**src/rtl/playback_ctrl_if.sv**
```systemverilog
// Sample-memory read port and DAC serializer sample port of playback_ctrl.
interface playback_ctrl_if #(
  parameter int ADDR_W   = 16,
  parameter int SAMPLE_W = 16
);
  logic                mem_req;
  logic [ADDR_W-1:0]   mem_addr;
  logic                mem_ack;
  logic [SAMPLE_W-1:0] mem_rdata;
  logic                smp_valid;
  logic [SAMPLE_W-1:0] smp_data;
  logic                smp_ready;

  modport master (
    output mem_req, mem_addr, smp_valid, smp_data,
    input  mem_ack, mem_rdata, smp_ready
  );

  modport slave (
    input  mem_req, mem_addr, smp_valid, smp_data,
    output mem_ack, mem_rdata, smp_ready
  );
endinterface

```
**src/rtl/playback_ctrl.sv**
```systemverilog
// Button-driven playback sequencer: fetches PCM samples over a req/ack
// memory port and hands them to the DAC serializer over valid/ready.
module playback_ctrl #(
  parameter int NUM_TRACKS = 4,
  parameter int TRACK_LEN  = 16384,
  parameter int ADDR_W     = 16,
  parameter int SAMPLE_W   = 16,
  parameter int DEB_CYC    = 500000
) (
  input  logic                          clk_fpga,
  input  logic                          rst,
  input  logic [3:0]                    buttons,
  playback_ctrl_if.master               bus,
  output logic                          playing,
  output logic                          paused,
  output logic [$clog2(NUM_TRACKS)-1:0] track,
  output logic [$clog2(TRACK_LEN)-1:0]  pos
);
  localparam int TW = $clog2(NUM_TRACKS);
  localparam int CW = $clog2(DEB_CYC);

  typedef enum logic [1:0] {ST_STOP, ST_FETCH, ST_PRESENT, ST_PAUSE} state_t;
  typedef enum logic [2:0] {CMD_NONE, CMD_PLAY, CMD_STOP, CMD_NEXT, CMD_PREV} cmd_t;

  state_t              state;
  cmd_t                pend;
  cmd_t                new_cmd;
  logic                held;
  logic [SAMPLE_W-1:0] sample;

  logic [3:0]    sync1, sync2, deb, ev;
  logic [CW-1:0] cnt [4];

  // Per-key synchronizer and debouncer; a press (debounced 1->0) pulses ev.
  always_ff @(posedge clk_fpga or posedge rst) begin
    if (rst) begin
      sync1 <= '1;
      sync2 <= '1;
      deb   <= '1;
      ev    <= '0;
      for (int unsigned i = 0; i < 4; i++) cnt[i] <= '0;
    end else begin
      sync1 <= buttons;
      sync2 <= sync1;
      ev    <= '0;
      for (int unsigned i = 0; i < 4; i++) begin
        if (sync2[i] == deb[i]) begin
          cnt[i] <= '0;
        end else if (cnt[i] == CW'(DEB_CYC - 1)) begin
          cnt[i] <= '0;
          deb[i] <= sync2[i];
          ev[i]  <= ~sync2[i];
        end else begin
          cnt[i] <= cnt[i] + CW'(1);
        end
      end
    end
  end

  // Same-cycle events resolve stop > prev > next > play.
  always_comb begin
    new_cmd = CMD_NONE;
    if (ev[1])      new_cmd = CMD_STOP;
    else if (ev[3]) new_cmd = CMD_PREV;
    else if (ev[2]) new_cmd = CMD_NEXT;
    else if (ev[0]) new_cmd = CMD_PLAY;
  end

  function automatic logic [TW-1:0] step_track(input logic [TW-1:0] t, input cmd_t c);
    return (c == CMD_PREV) ? t - TW'(1) : t + TW'(1);
  endfunction

  // Playback FSM with track/position, sample register and pending command.
  always_ff @(posedge clk_fpga or posedge rst) begin
    if (rst) begin
      state  <= ST_STOP;
      pend   <= CMD_NONE;
      held   <= 1'b0;
      sample <= '0;
      track  <= '0;
      pos    <= '0;
    end else begin
      case (state)
        ST_STOP: begin
          pend <= CMD_NONE;
          case (pend)
            CMD_PLAY: state <= ST_FETCH;
            CMD_NEXT, CMD_PREV: begin
              track <= step_track(track, pend);
              pos   <= '0;
            end
            default: ;
          endcase
        end
        ST_FETCH: begin
          if (bus.mem_ack) begin
            sample <= bus.mem_rdata;
            held   <= 1'b1;
            state  <= ST_PRESENT;
          end
        end
        ST_PRESENT: begin
          if (bus.smp_ready) begin
            held <= 1'b0;
            pend <= CMD_NONE;
            case (pend)
              CMD_STOP: begin
                state <= ST_STOP;
                pos   <= '0;
              end
              CMD_PLAY: begin
                state <= ST_PAUSE;
                pos   <= pos + 1'b1;
              end
              CMD_NEXT, CMD_PREV: begin
                track <= step_track(track, pend);
                pos   <= '0;
                state <= ST_FETCH;
              end
              default: begin
                // pos wraps naturally; end of track advances to the next one.
                pos   <= pos + 1'b1;
                if (&pos) track <= track + TW'(1);
                state <= ST_FETCH;
              end
            endcase
          end
        end
        ST_PAUSE: begin
          pend <= CMD_NONE;
          case (pend)
            CMD_PLAY: state <= held ? ST_PRESENT : ST_FETCH;
            CMD_STOP: begin
              state <= ST_STOP;
              pos   <= '0;
              held  <= 1'b0;
            end
            CMD_NEXT, CMD_PREV: begin
              track <= step_track(track, pend);
              pos   <= '0;
              held  <= 1'b0;
            end
            default: ;
          endcase
        end
        default: state <= ST_STOP;
      endcase
      // A fresh event overrides both the held command and its consumption.
      if (new_cmd != CMD_NONE) pend <= new_cmd;
    end
  end

  // Handshake and status outputs decode directly from the state flop.
  assign bus.mem_req   = (state == ST_FETCH);
  assign bus.smp_valid = (state == ST_PRESENT);
  assign bus.smp_data  = sample;
  // Power-of-two sizes make track*TRACK_LEN + pos a plain concatenation.
  assign bus.mem_addr  = ADDR_W'({track, pos});
  assign playing       = (state == ST_FETCH) || (state == ST_PRESENT);
  assign paused        = (state == ST_PAUSE);
endmodule

```
**src/flat_wrapper.sv**
```systemverilog
// flat-port wrapper written by rule: the top's interface ports become plain ports
module playback_ctrl_flat 
#(
  parameter int NUM_TRACKS = 4,
  parameter int TRACK_LEN  = 16384,
  parameter int ADDR_W     = 16,
  parameter int SAMPLE_W   = 16,
  parameter int DEB_CYC    = 500000
)
  (clk_fpga, rst, buttons, playing, paused, track, pos, bus_mem_req, bus_mem_addr, bus_smp_valid, bus_smp_data, bus_mem_ack, bus_mem_rdata, bus_smp_ready);
  playback_ctrl_if #(.ADDR_W(ADDR_W), .SAMPLE_W(SAMPLE_W)) bus_i ();
  input  logic clk_fpga;
  input  logic rst;
  input  logic [3:0] buttons;
  output logic playing;
  output logic paused;
  output logic [$clog2(NUM_TRACKS)-1:0] track;
  output logic [$clog2(TRACK_LEN)-1:0] pos;
  output wire logic [$bits(bus_i.mem_req)-1:0] bus_mem_req;
  output wire logic [$bits(bus_i.mem_addr)-1:0] bus_mem_addr;
  output wire logic [$bits(bus_i.smp_valid)-1:0] bus_smp_valid;
  output wire logic [$bits(bus_i.smp_data)-1:0] bus_smp_data;
  input wire logic [$bits(bus_i.mem_ack)-1:0] bus_mem_ack;
  input wire logic [$bits(bus_i.mem_rdata)-1:0] bus_mem_rdata;
  input wire logic [$bits(bus_i.smp_ready)-1:0] bus_smp_ready;
  assign bus_mem_req = bus_i.mem_req;
  assign bus_mem_addr = bus_i.mem_addr;
  assign bus_smp_valid = bus_i.smp_valid;
  assign bus_smp_data = bus_i.smp_data;
  assign bus_i.mem_ack = bus_mem_ack;
  assign bus_i.mem_rdata = bus_mem_rdata;
  assign bus_i.smp_ready = bus_smp_ready;
  playback_ctrl #(.NUM_TRACKS(NUM_TRACKS), .TRACK_LEN(TRACK_LEN), .ADDR_W(ADDR_W), .SAMPLE_W(SAMPLE_W), .DEB_CYC(DEB_CYC)) u_core (.clk_fpga(clk_fpga), .rst(rst), .buttons(buttons), .bus(bus_i), .playing(playing), .paused(paused), .track(track), .pos(pos));
endmodule
```
**config.mk**
```make
export PLATFORM = sky130hd
export DESIGN_NAME = playback_ctrl_flat
export DESIGN_NICKNAME = d
export VERILOG_FILES = /design/src/rtl/playback_ctrl_if.sv /design/src/rtl/playback_ctrl.sv /design/src/flat_wrapper.sv
export SDC_FILE = /design/constraint.sdc
export NUM_CORES = 1
export LEC_CHECK = 0
export CELL_PAD_IN_SITES_DETAIL_PLACEMENT = 1
export CELL_PAD_IN_SITES_GLOBAL_PLACEMENT = 1
export CORE_ASPECT_RATIO = 2
export CORE_MARGIN = 5
export CORE_UTILIZATION = 39
export DETAILED_ROUTE_END_ITERATION = 16
export GPL_ROUTABILITY_DRIVEN = 0
export PLACE_DENSITY_LB_ADDON = 0.1
export SYNTH_ARGS = -nofsm -noshare
export SYNTH_HDL_FRONTEND = slang
export SYNTH_SLANG_ARGS = --single-unit
export TNS_END_PERCENT = 1
```
**constraint.sdc**
```tcl
create_clock -name clk_fpga -period 6.6 [get_ports clk_fpga]
set_input_delay 0.66 -clock clk_fpga [delete_from_list [all_inputs] [get_ports clk_fpga]]
set_output_delay 0.66 -clock clk_fpga [all_outputs]
set_load 0.01 [all_outputs]
```
# Yosys cells after proc, flatten, opt, wreduce, memory -nomap -nowiden
# Index checks and enable logic that the tools add are counted.
# word_totals
ff_bits	130
out_inout_bits	52
in_bits	24
# op_classes
n_mux	45
n_bitwise	8
n_reduce_logical	22
n_eq_ne	25
addsub	7
# ops
cell	n
two-way mux 19 bit	8
adder 19 x 1 -> 19 bit, second input constant	4
equality test 19 bit, second input constant	4
two-way mux 14 bit	4
one-hot mux 14 bit (3 select lines)	1
two-way mux 2 bit	8
one-hot mux 2 bit (2 select lines)	4
two-way mux 3 bit	5
adder 14 x 1 -> 14 bit, second input constant	1
AND reduction 14 bit	1
two-way mux 1 bit	12
AND reduction 2 bit	6
AND reduction 4 bit	3
nonzero test 3 bit	4
inequality test 2 x 1 -> 1 bit, second input constant	5
inequality test 3 x 1 -> 1 bit, second input constant	3
NOT 1 bit	8
one-hot mux 2 bit (4 select lines)	1
equality test 3 x 2 -> 1 bit, second input constant	2
one-hot mux 3 bit (2 select lines)	1
OR reduction 2 bit	3
AND reduction 5 bit	1
equality test 1 bit	4
equality test 2 bit, second input constant	2
11 further kinds	12

# Depth between registers and ports, before layout
# Gate-level depths: netlist of the first run.
# depth
ltp_word	7
mapped_depth	8

# Least setup slack after synthesis of the first run
# OpenSTA, ideal clock, no wires.
# synth_timing
kind	register -> register
from	reg u_core.cnt[33] in the netlist's numbering
to	reg u_core.cnt[26] in the netlist's numbering
setup_time_ps	119
path_stages_with_launch	6
path_buffers	1
setup_slack_ps	4598
t_arrival_ps	1884
period_less_slack_ps	2002
cell_sequence	dfrtp_1 or4b_1 or4_4 o21ai_4 buf_6 nor2_1
# synth_between
elab_chain_len	3
# synth_lines
element	line_no	source
start: declaration	playback_ctrl.sv:32	logic [CW-1:0] cnt [4];
start signal: indexed assignment	playback_ctrl.sv:54	cnt[i] <= cnt[i] + CW'(1);
equality test 19 bit	playback_ctrl.sv:49	end else if (cnt[i] == CW'(DEB_CYC - 1)) begin
two-way mux 19 bit	playback_ctrl.sv:49	
two-way mux 19 bit	playback_ctrl.sv:47	if (sync2[i] == deb[i]) begin
# Every way passes these cells.
# A chain may end at the register's enable or synchronous reset.

# Final worst setup path of the first run
# layout_timing
from	reg u_core.state[1]
to	out bus_mem_req
# layout_between
elab_chain_len	1
# layout_lines
element	line_no	source
start: declaration	playback_ctrl.sv:25	state_t state;
start signal: assignment	playback_ctrl.sv:132	CMD_PLAY: state <= held ? ST_PRESENT : ST_FETCH;
equality test 2 x 1 -> 1 bit	playback_ctrl.sv:154	assign bus.mem_req = (state == ST_FETCH);
end: declaration	flat_wrapper.sv:19	output wire logic [$bits(bus_i.mem_req)-1:0] bus_mem_req;
# Every way passes these cells.

==> key figures, run 1 <==
Yosys
  – Post-synth top cells: dfrtp_1 (118), nor2_1 (72), nand2_1 (35), nand3_1 (35), xnor2_1 (33)
  – Area leader, netlist: dfrtp_1
  – Yosys top cell area share: 0.450
  – Syn Inst Count: 637
  – Sequential share of the synthesized area: 0.498
  – Area contributors post-synth: dfrtp_1 (45%), dfstp_2 (4.8%), xnor2_1 (4.4%)
  – Mapped Nets: 671
  – Number of synthesized flops with an enable pin: 0
  – Synth Warn #: 0
  – Main synth FF type: dfrtp_1
  – Avg Cell Area, Syn: 10.3 µm²
  – Async S/R FF share, synth: 1.00
  – Post-Syn Area: 0.00656 mm²
  – Count leader, synth: dfrtp_1
  – Post-synthesis register bit count: 130
  – Post-synth cell types: 57

Global routing
  – GR Layer Usage met2: 0.329
  – Largest net degree at the start of global routing: 82
  – First-pass GRT wire length: 27.2 mm
  – GR peak layer: met2
  – GRT Overall Usage: 0.173
  – Antenna violations before repair: 0
  – Number of global-route vias before repair: 5,497
  – Grt met1 use: 0.175
  – GRT met3 Usage: 0.0397
  – Final global-route overflow total: 0

STA
  – RSZ-0062 raised after global routing: no
  – Hold Fails Final Rpt: 0
  – Setup TNS: 0 ps
  – Final min period: 2830 ps
  – Final WS setup: 3770 ps
  – Fmax: 353 MHz
  – Slew margin rel.: 0.315
  – Final Cycle Share: 0.429
  – Worst slew pin tran: 1030 ps
  – Setup Skew: 6.52 ps
  – Fin. max-slew vios: 0
  – Setup violations, final: 0

Min path
  – Worst hold-check path type: reg -> reg

Final layout
  – # diodes: 0
  – Final instance area: 0.00794 mm²
  – Layout cells sized above 1: 0.114
  – Reg area: 0.00327 mm²
  – # fillers: 1,872
  – Multi-input logic area: 0.00301 mm²
  – Final core occ: 0.476
  – Syn-to-layout area delta: 21.0%
  – Post-layout nets: 732

CTS
  – TritonCTS buffer count: 17
  – CTS Sinks: 130
  – Clock Latency Late Sink: 420 ps
  – Resized cells post-CTS: 0
  – CTS tree: yes
  – Worst-path clk slew: 50 ps
  – H-tree Lvls: 4
  – Bufs on Longest Clock Path: 2
  – Root Driver: clkbuf_16
  – Post-CTS setup buffers: 0
  – Post-CTS Hold Fix Bufs: 0

Route
  – Final WL: 16.0 mm
  – Starting DRT DRC Count: 123
  – WL/cell: 17.5 µm
  – Routed via count: 5,058
  – TritonRoute pass-1 iters: 4
  – Drt via density: 5.52
  – Post-route ant nets: 0
  – # DRC: 0

Placement
  – Dpl hpwl: 11.7 mm
  – Area after DPL: 0.00738 mm²
  – IO buf count: 75
  – Pre-CTS WS: 3770 ps

Die
  – I/O pins: 76
  – Initial Utilization: 0.393
  – Num rows: 67
  – Core area: 0.0167 mm²
  – Chip Height: 193 µm
  – Die width: 102 µm
  – Die Footprint: 0.0197 mm²

Power
  – PD cells: 306 mW/mm²
  – LEAKAGE: 3.11 nW
  – Worst IR Drop VDD: 0.182 mV

Setup path
  – CP Max Fanout: 16
  – Setup CP Type: reg -> out
  – Critical path launch point type: flop
  – Worst path required time: 5940 ps
  – Worst setup EP type: primary output
  – Crit path DAT: 2170 ps

Outcome
  – Status: finished, final reports clean

Job
  – Max Cap Viol: 0
-- cells by family (layout without fill, tap and decap cells) --
kind of cell,Yosys count,in the layout,synth area share
buf+inv,57,130,0.0444
simple gates,274,274,0.229
mux,23,23,0.0391
fa+ha+maj,10,10,0.0191
flops,130,130,0.498
xor+xnor,58,58,0.0774
compound gates,85,85,0.0930
-- per-layer routing --
metal | wire length, µm | share of wire
met5 | 0 | 0
met4 | 429 | 0.027
met3 | 477 | 0.030
met2 | 9350 | 0.58
met1 | 5760 | 0.36
-- path summary, 6_finish.rpt --
kind                       slack, ps               to  depth (start not counted)       startpoint
max                             3770      bus_mem_req                          3  u_core.state[1]
min                              360  u_core.sync2[3]                          0  u_core.sync1[3]
max reg2reg                     4270    u_core.pos[6]                          6  u_core.state[0]
min reg2reg                      360  u_core.sync2[3]                          0  u_core.sync1[3]
max in group asynchronous       4550   u_core.cnt[56]                          3              rst
min in group asynchronous        830    u_core.cnt[8]                          2              rst
-- sequential cells by signal (all words and copies together) (netlist names) --
name and count:
u_core.state 2, u_core.held 1, u_core.ev 4, u_core.pend 3
u_core.pos 14, u_core.sync1 4, u_core.cnt 76, u_core.bus.smp_data 16
u_core.track 2, u_core.sync2 4, u_core.deb 4
-- per-stage QoR --
step	std cells	hold WS (ps)	power (mW)
3_5_place_dp	886	347	1.58
5_1_grt	917	363	2.57
3_3_place_gp	886	348	1.55
4_1_cts	917	357	2.47
6_report	917	355	2.43
2_1_floorplan	637	345	1.30
-- cells in the final DEF (no fill, tap or decap), types with 4 or more instances in the layout --
cell type and n:
clkinv_2 4, and2_1 4, a21oi_1 28, or3_1 11, o21ai_0 9, and3b_1 4, clkbuf_16 17, clkbuf_8 4
nor2_1 72, nor4_1 21, and4_1 10, dfstp_2 12, dfrtp_1 118, clkdlybuf4s50_1 75, and3_1 6, ha_1 10
xnor2_1 33, inv_1 21, nand2_1 35, nor4b_1 4, xor2_1 25, clkbuf_1 4, nand2b_1 5, nand3_1 35
nand4_1 21, nor3_1 9, o31ai_1 19, o211ai_1 4, or4_1 19, mux2_2 21
-- report_power, final --
part	switching [mW]	internal (mW)
combinational	0.316	0.303
sequential	0.0580	0.880
clock	0.324	0.553
total	0.698	1.74
-- critical path, stage by stage, from the launching register on --
cell,delay [ps]
dfrtp_1,420
inv_1,140
ha_1,550
clkdlybuf4s50_1,650
-- cell type report --
cell class | instances | share of cell area
clock buffers | 25 | 0.0624
multi-input cells | 450 | 0.379
repair buffers | 77 | 0.0964
inverters | 22 | 0.0107
well taps | 207 | 0.0326
clock inverters | 6 | 0.00725
flip-flops and latches | 130 | 0.412
No activity file was read; power rests on OpenSTA's default activity.
==> inputs of run 2 (changes only) <==
clock period = 2.4 ns   (was 6.6 ns; I/O delays follow)
==> key figures, run 2 (synthesized netlist as in run 1, its figures left out) <==
Setup path
  – RR Endpoint: u_core.cnt[37]
  – Setup CP Type: reg -> reg
  – Cell chain of the critical path: or4b_1, or4_4, o21ai_4, a21oi_1
  – Worst Path Buf+Inv: 0 (-2)
  – CP Max Fanout: 19 (+3)
  – Crit-path slowest cell: or4_4
  – Crit path DAT: 2500 ps (+330 ps)
  – Worst path max stage delay: 580 ps (-70 ps)
  – FF-to-FF Start: u_core.cnt[33]
  – Worst setup EP type: flop
  – Worst path required time: 2670 ps (-3270 ps)
  – Reg2Reg Setup Slack: 170 ps (-4100 ps)
  – Crit-path leading delay family: simple AND/OR/NAND/NOR gates
  – Critical path launch point type: flop
  – Register-to-Register Path Depth: 4 (-2)

CTS
  – Bufs on Longest Clock Path: 2 (unchanged)
  – CTS tree: yes
  – Post-CTS Hold Fix Bufs: 0 (unchanged)
  – CTS Sinks: 130 (unchanged)
  – TritonCTS buffer count: 17 (unchanged)
  – H-tree Lvls: 4 (unchanged)
  – Worst-path clk slew: 60 ps (about the same)
  – Clock Latency Late Sink: 420 ps (about the same)
  – Root Driver: clkbuf_16

Power
  – Net Switching: 1.96 mW (+180%)
  – Clock power share: 0.373 (+0.013)
  – Logic pwr share: 0.254 (about the same)
  – Worst IR Drop VDD: 0.412 mV (+130%)
  – LEAKAGE: 3.18 nW (+2.0%)
  – Pint: 4.97 mW (+190%)
  – PD cells: 858 mW/mm² (+180%)
  – Sw Ratio: 0.282 (-0.00452)
  – Flop pwr share: 0.373 (-0.013)

STA
  – Fmax: 449 MHz
  – Fin. max-slew vios: 0 (unchanged)
  – RSZ-0062 raised after global routing: no
  – Final Cycle Share: 0.928
  – Hold Fails Final Rpt: 0 (unchanged)
  – Setup Skew: 12.7 ps (+6.15 ps)
  – Final min period: 2230 ps
  – Worst slew pin tran: 537 ps (-490 ps)
  – Setup violations, final: 0 (unchanged)
  – Slew margin rel.: 0.641 (+0.326)
  – Setup TNS: 0 ps (unchanged)

Die
  – Core area: 0.0167 mm² (unchanged)
  – Die Footprint: 0.0197 mm² (unchanged)
  – I/O pins: 76 (unchanged)
  – Chip Height: 193 µm (unchanged)
  – Initial Utilization: 0.393 (unchanged)
  – Num rows: 67 (unchanged)
  – Die width: 102 µm (unchanged)

Final layout
  – Post-layout nets: 743 (+1.5%)
  – Number of flip-flops in the largest register: 76 (unchanged)
  – # diodes: 0 (unchanged)
  – Top reg by flops: u_core.cnt
  – Layout cells sized above 1: 0.126 (+0.0120)
  – Commonest non-fill, non-tap cell in the layout: dfrtp_1
  – Most frequent cells in the layout: dfrtp_1 (118), clkdlybuf4s50_1 (75), nor2_1 (72), nand2_1 (35), nand3_1 (35)
  – Final core occ: 0.484 (+0.00780)
  – Syn-to-layout area delta: 23.0%

Job
  – Max Cap Viol: 0 (unchanged)

Outcome
  – Status: finished, final reports clean

Global routing
  – Final global-route overflow total: 0 (unchanged)
  – GRT Overall Usage: 0.178 (+0.00494)
  – Number of global-route vias before repair: 5,615 (+2.1%)
  – Largest net degree at the start of global routing: 95 (+16%)
  – Antenna violations before repair: 0 (unchanged)
  – First-pass GRT wire length: 27.7 mm (+1.7%)

Route
  – # DRC: 0 (unchanged)
  – Final WL: 16.6 mm (+3.6%)
  – Starting DRT DRC Count: 125 (+1.6%)
  – WL/cell: 17.9 µm (+2.2%)
  – Routed via count: 5,129 (+1.4%)
  – TritonRoute pass-1 iters: 4 (unchanged)
  – Post-route ant nets: 0 (unchanged)
  – Drt via density: 5.52 (about the same)

Placement
  – Dpl hpwl: 12.2 mm (+4.8%)
  – IO buf count: 75 (unchanged)

Min path
  – Worst hold-check path type: in -> async
==> run 2: cell type report <==
class / instances / area (µm²)
multi-input cells: 450 / 3010
well taps: 207 / 259
clock inverters: 4 / 72.6
fillers: 1876 / 8610
flip-flops and latches: 130 / 3270
repair buffers: 88 / 861
inverters: 22 / 86.3
clock buffers: 28 / 517
==> run 2: worst max-delay path by stage <==
stage	start	endpoint	cells after the start
after floorplan	u_core.cnt[33]	u_core.cnt[28]	5
after detailed placement	u_core.cnt[28]	u_core.cnt[37]	4
after CTS	u_core.cnt[33]	u_core.cnt[37]	4
after global routing	u_core.cnt[33]	u_core.cnt[37]	4
after global placement	u_core.cnt[28]	u_core.cnt[24]	4
final	u_core.cnt[33]	u_core.cnt[37]	4
==> run 2: power by group through the flow <==
stage	sequential, mW	clock [mW]	combinational, mW
after floorplan	2.66	0	0.911
after global placement	2.60	0	1.74
after detailed placement	2.62	0	1.78
after CTS	2.58	2.66	1.80
after global routing	2.61	2.76	1.91
final	2.58	2.58	1.76
==> run 2: what timing repair did <==
action	in CTS	in global routing
buffers inserted	0	0
endpoints found under the setup margin	1	0
gates resized for setup	1	0
==> run 2: layer usage <==
| metal | global-route usage | routed length (µm) | up-vias |
|---|---|---|---|
| met3 | 0.0285 | 415 | 33 |
| met5 | 0 | 0 | - |
| li1 | - | - | 2430 |
| met1 | 0.177 | 5890 | 2591 |
| met2 | 0.342 | 9760 | 75 |
| met4 | 0.0873 | 529 | 0 |
==> run 2: metrics by stage <==
| stage | worst slack [ps] | hold WS, ps | cells | instance area [µm²] | power, mW |
|---|---|---|---|---|---|
| floorplan | 398 | 244 | 637 | 6570 | 3.57 |
| detailed placement | 169 | 348 | 897 | 7480 | 4.40 |
| CTS | 145 | 203 | 929 | 8070 | 7.05 |
| global placement | 246 | 348 | 897 | 7480 | 4.33 |
| global route | 53.9 | 208 | 929 | 8070 | 7.28 |
| finish | 172 | 226 | 929 | 8070 | 6.93 |
==> run 2: worst register-to-register path, cell delays in order, from the launching register on <==
cell and delay, ps:
dfrtp_1 410, or4b_1 530, or4_4 580, o21ai_4 440
a21oi_1 120
==> inputs of run 3 (changes only) <==
RECOVER_POWER = 25   (was unset)
==> key figures, run 3 (synthesized netlist as in run 1, its figures left out) <==
Global routing
  – Number of global-route vias before repair: 5,615 (unchanged)
  – Final global-route overflow total: 0 (unchanged)
  – GRT Overall Usage: 0.178 (unchanged)
  – First-pass GRT wire length: 27.7 mm (unchanged)
  – Largest net degree at the start of global routing: 95 (unchanged)
  – Antenna violations before repair: 1 (+1)

STA
  – Setup violations, final: 0 (unchanged)
  – Hold Fails Final Rpt: 0 (unchanged)
  – RSZ-0062 raised after global routing: no
  – Setup Skew: 12.2 ps (-0.474 ps)
  – Worst slew pin tran: 1330 ps (+796 ps)
  – Final min period: 2230 ps (-0.252 ps)
  – Slew margin rel.: 0.111 (-0.530)
  – Fin. max-slew vios: 0 (unchanged)
  – Final Cycle Share: 0.928 (about the same)
  – Setup TNS: 0 ps (unchanged)
  – Fmax: 449 MHz (about the same)

Die
  – Die Footprint: 0.0197 mm² (unchanged)
  – Initial Utilization: 0.393 (unchanged)
  – Die width: 102 µm (unchanged)
  – I/O pins: 76 (unchanged)
  – Core area: 0.0167 mm² (unchanged)
  – Num rows: 67 (unchanged)
  – Chip Height: 193 µm (unchanged)

Setup path
  – Worst path required time: 2670 ps (about the same)
  – Critical path launch point type: flop
  – Crit path DAT: 2500 ps (about the same)
  – Worst setup EP type: flop
  – CP Max Fanout: 19 (unchanged)
  – Setup CP Type: reg -> reg

Route
  – TritonRoute pass-1 iters: 4 (unchanged)
  – Final WL: 16.6 mm (about the same)
  – Starting DRT DRC Count: 154 (+23%)
  – Drt via density: 5.54 (+0.30%)
  – WL/cell: 17.8 µm (-0.10%)
  – # DRC: 0 (unchanged)
  – Routed via count: 5,150 (+0.41%)
  – Post-route ant nets: 0 (unchanged)

Power
  – LEAKAGE: 3.17 nW (-0.34%)
  – Worst IR Drop VDD: 0.414 mV (+0.33%)
  – Total power: 6.92 mW (about the same)
  – PD cells: 860 mW/mm² (+0.21%)

CTS
  – Worst-path clk slew: 60 ps (about the same)
  – CTS tree: yes
  – CTS Sinks: 130 (unchanged)
  – Post-CTS Hold Fix Bufs: 0 (unchanged)
  – Bufs on Longest Clock Path: 2 (unchanged)
  – Root Driver: clkbuf_16
  – Post-CTS setup buffers: 0 (unchanged)
  – TritonCTS buffer count: 17 (unchanged)
  – Clock Latency Late Sink: 420 ps (about the same)
  – H-tree Lvls: 4 (unchanged)

Placement
  – Placed Cells: 897 (unchanged)
  – Dpl hpwl: 12.2 mm (unchanged)
  – IO buf count: 75 (unchanged)

Final layout
  – Reg area: 0.00327 mm² (unchanged)
  – Commonest non-fill, non-tap cell in the layout: dfrtp_1
  – Number of flip-flops in the largest register: 76 (unchanged)
  – Multi-input logic area: 0.00301 mm² (unchanged)
  – Syn-to-layout area delta: 22.6%
  – Post-layout nets: 743 (unchanged)
  – Layout cells sized above 1: 0.123 (-0.00277)
  – Top reg by flops: u_core.cnt
  – # fillers: 1,880 (+0.21%)
  – Final core occ: 0.483 (-0.00120)
  – Most frequent cells in the layout: dfrtp_1 (118), nor2_1 (72), clkdlybuf4s50_1 (70), nand2_1 (35), nand3_1 (35)
  – Final non-filler cell total: 930 (+0.11%)

Job
  – Max Cap Viol: 0 (unchanged)

Outcome
  – Status: finished, final reports clean

Min path
  – Worst hold-check path type: reg -> reg
==> run 3: cell count changes in the layout (fill, tap and decap cells not counted), sizes merged <==
| cell | previous run | this run |
|---|---|---|
| buf | 13 | 10 |
| clkbuf | 28 | 31 |
| clkdlybuf4s50 | 75 | 70 |
| diode | 0 | 1 |
| dlygate4sd3 | 0 | 5 |
==> run 3: worst max-delay path: stages, from the launching register on <==
cell and delay, ps:
dfrtp_1 410, or4b_1 530, or4_4 580, o21ai_4 440, a21oi_1 110
==> run 3: report_power, final <==
| group | total, mW | internal (mW) | switching (mW) | leakage [nW] |
|---|---|---|---|---|
| sequential | 2.58 | 2.42 | 0.161 | 1.72 |
| clock | 2.58 | 1.67 | 0.917 | 0.285 |
| combinational | 1.76 | 0.878 | 0.879 | 1.16 |
| total | 6.92 | 4.96 | 1.96 | 3.17 |
==> run 3: stage by stage <==
stage	hold WS, ps	instance area (µm²)	setup slack [ps]
6_report	350	8050	172
3_5_place_dp	348	7480	169
4_1_cts	203	8070	145
3_3_place_gp	348	7480	246
2_1_floorplan	244	6570	398
5_1_grt	345	8050	53.9
==> run 3: layout make-up <==
| class | count | area share |
|---|---|---|
| tap | 207 | 0.0322 |
| multi-input combinational | 450 | 0.373 |
| antenna | 1 | 0.000311 |
| inverter | 22 | 0.0104 |
| clock inverter | 4 | 0.00901 |
| sequential | 130 | 0.406 |
| timing repair buffer | 88 | 0.104 |
| clock buffer | 28 | 0.0642 |
==> run 3: per-layer routing <==
metal	track usage	vias to the layer above	wire (µm)
met4	0.0873	0	527
met1	0.177	2604	5840
met5	0	-	0
met3	0.0285	33	430
met2	0.342	79	9800
li1	-	2434	-
==> run 3: timing repair <==
action / 4_1_cts / 5_1_grt
endpoints found under the hold margin: 0 / 0
resized for setup: 1 / 0
setup endpoints to repair: 1 / 0
==> run 3: final timing paths <==
kind / from / end / slack, ps / depth (start not counted)
setup / recovery: u_core.cnt[33] / u_core.cnt[37] / 170 / 4
hold / removal: u_core.sync1[2] / u_core.sync2[2] / 350 / 0
setup reg to reg: u_core.cnt[33] / u_core.cnt[37] / 170 / 4
hold reg to reg: u_core.sync1[2] / u_core.sync2[2] / 350 / 0
max in group asynchronous: rst / u_core.cnt[31] / 820 / 3
min in group asynchronous: rst / u_core.pos[1] / 510 / 3
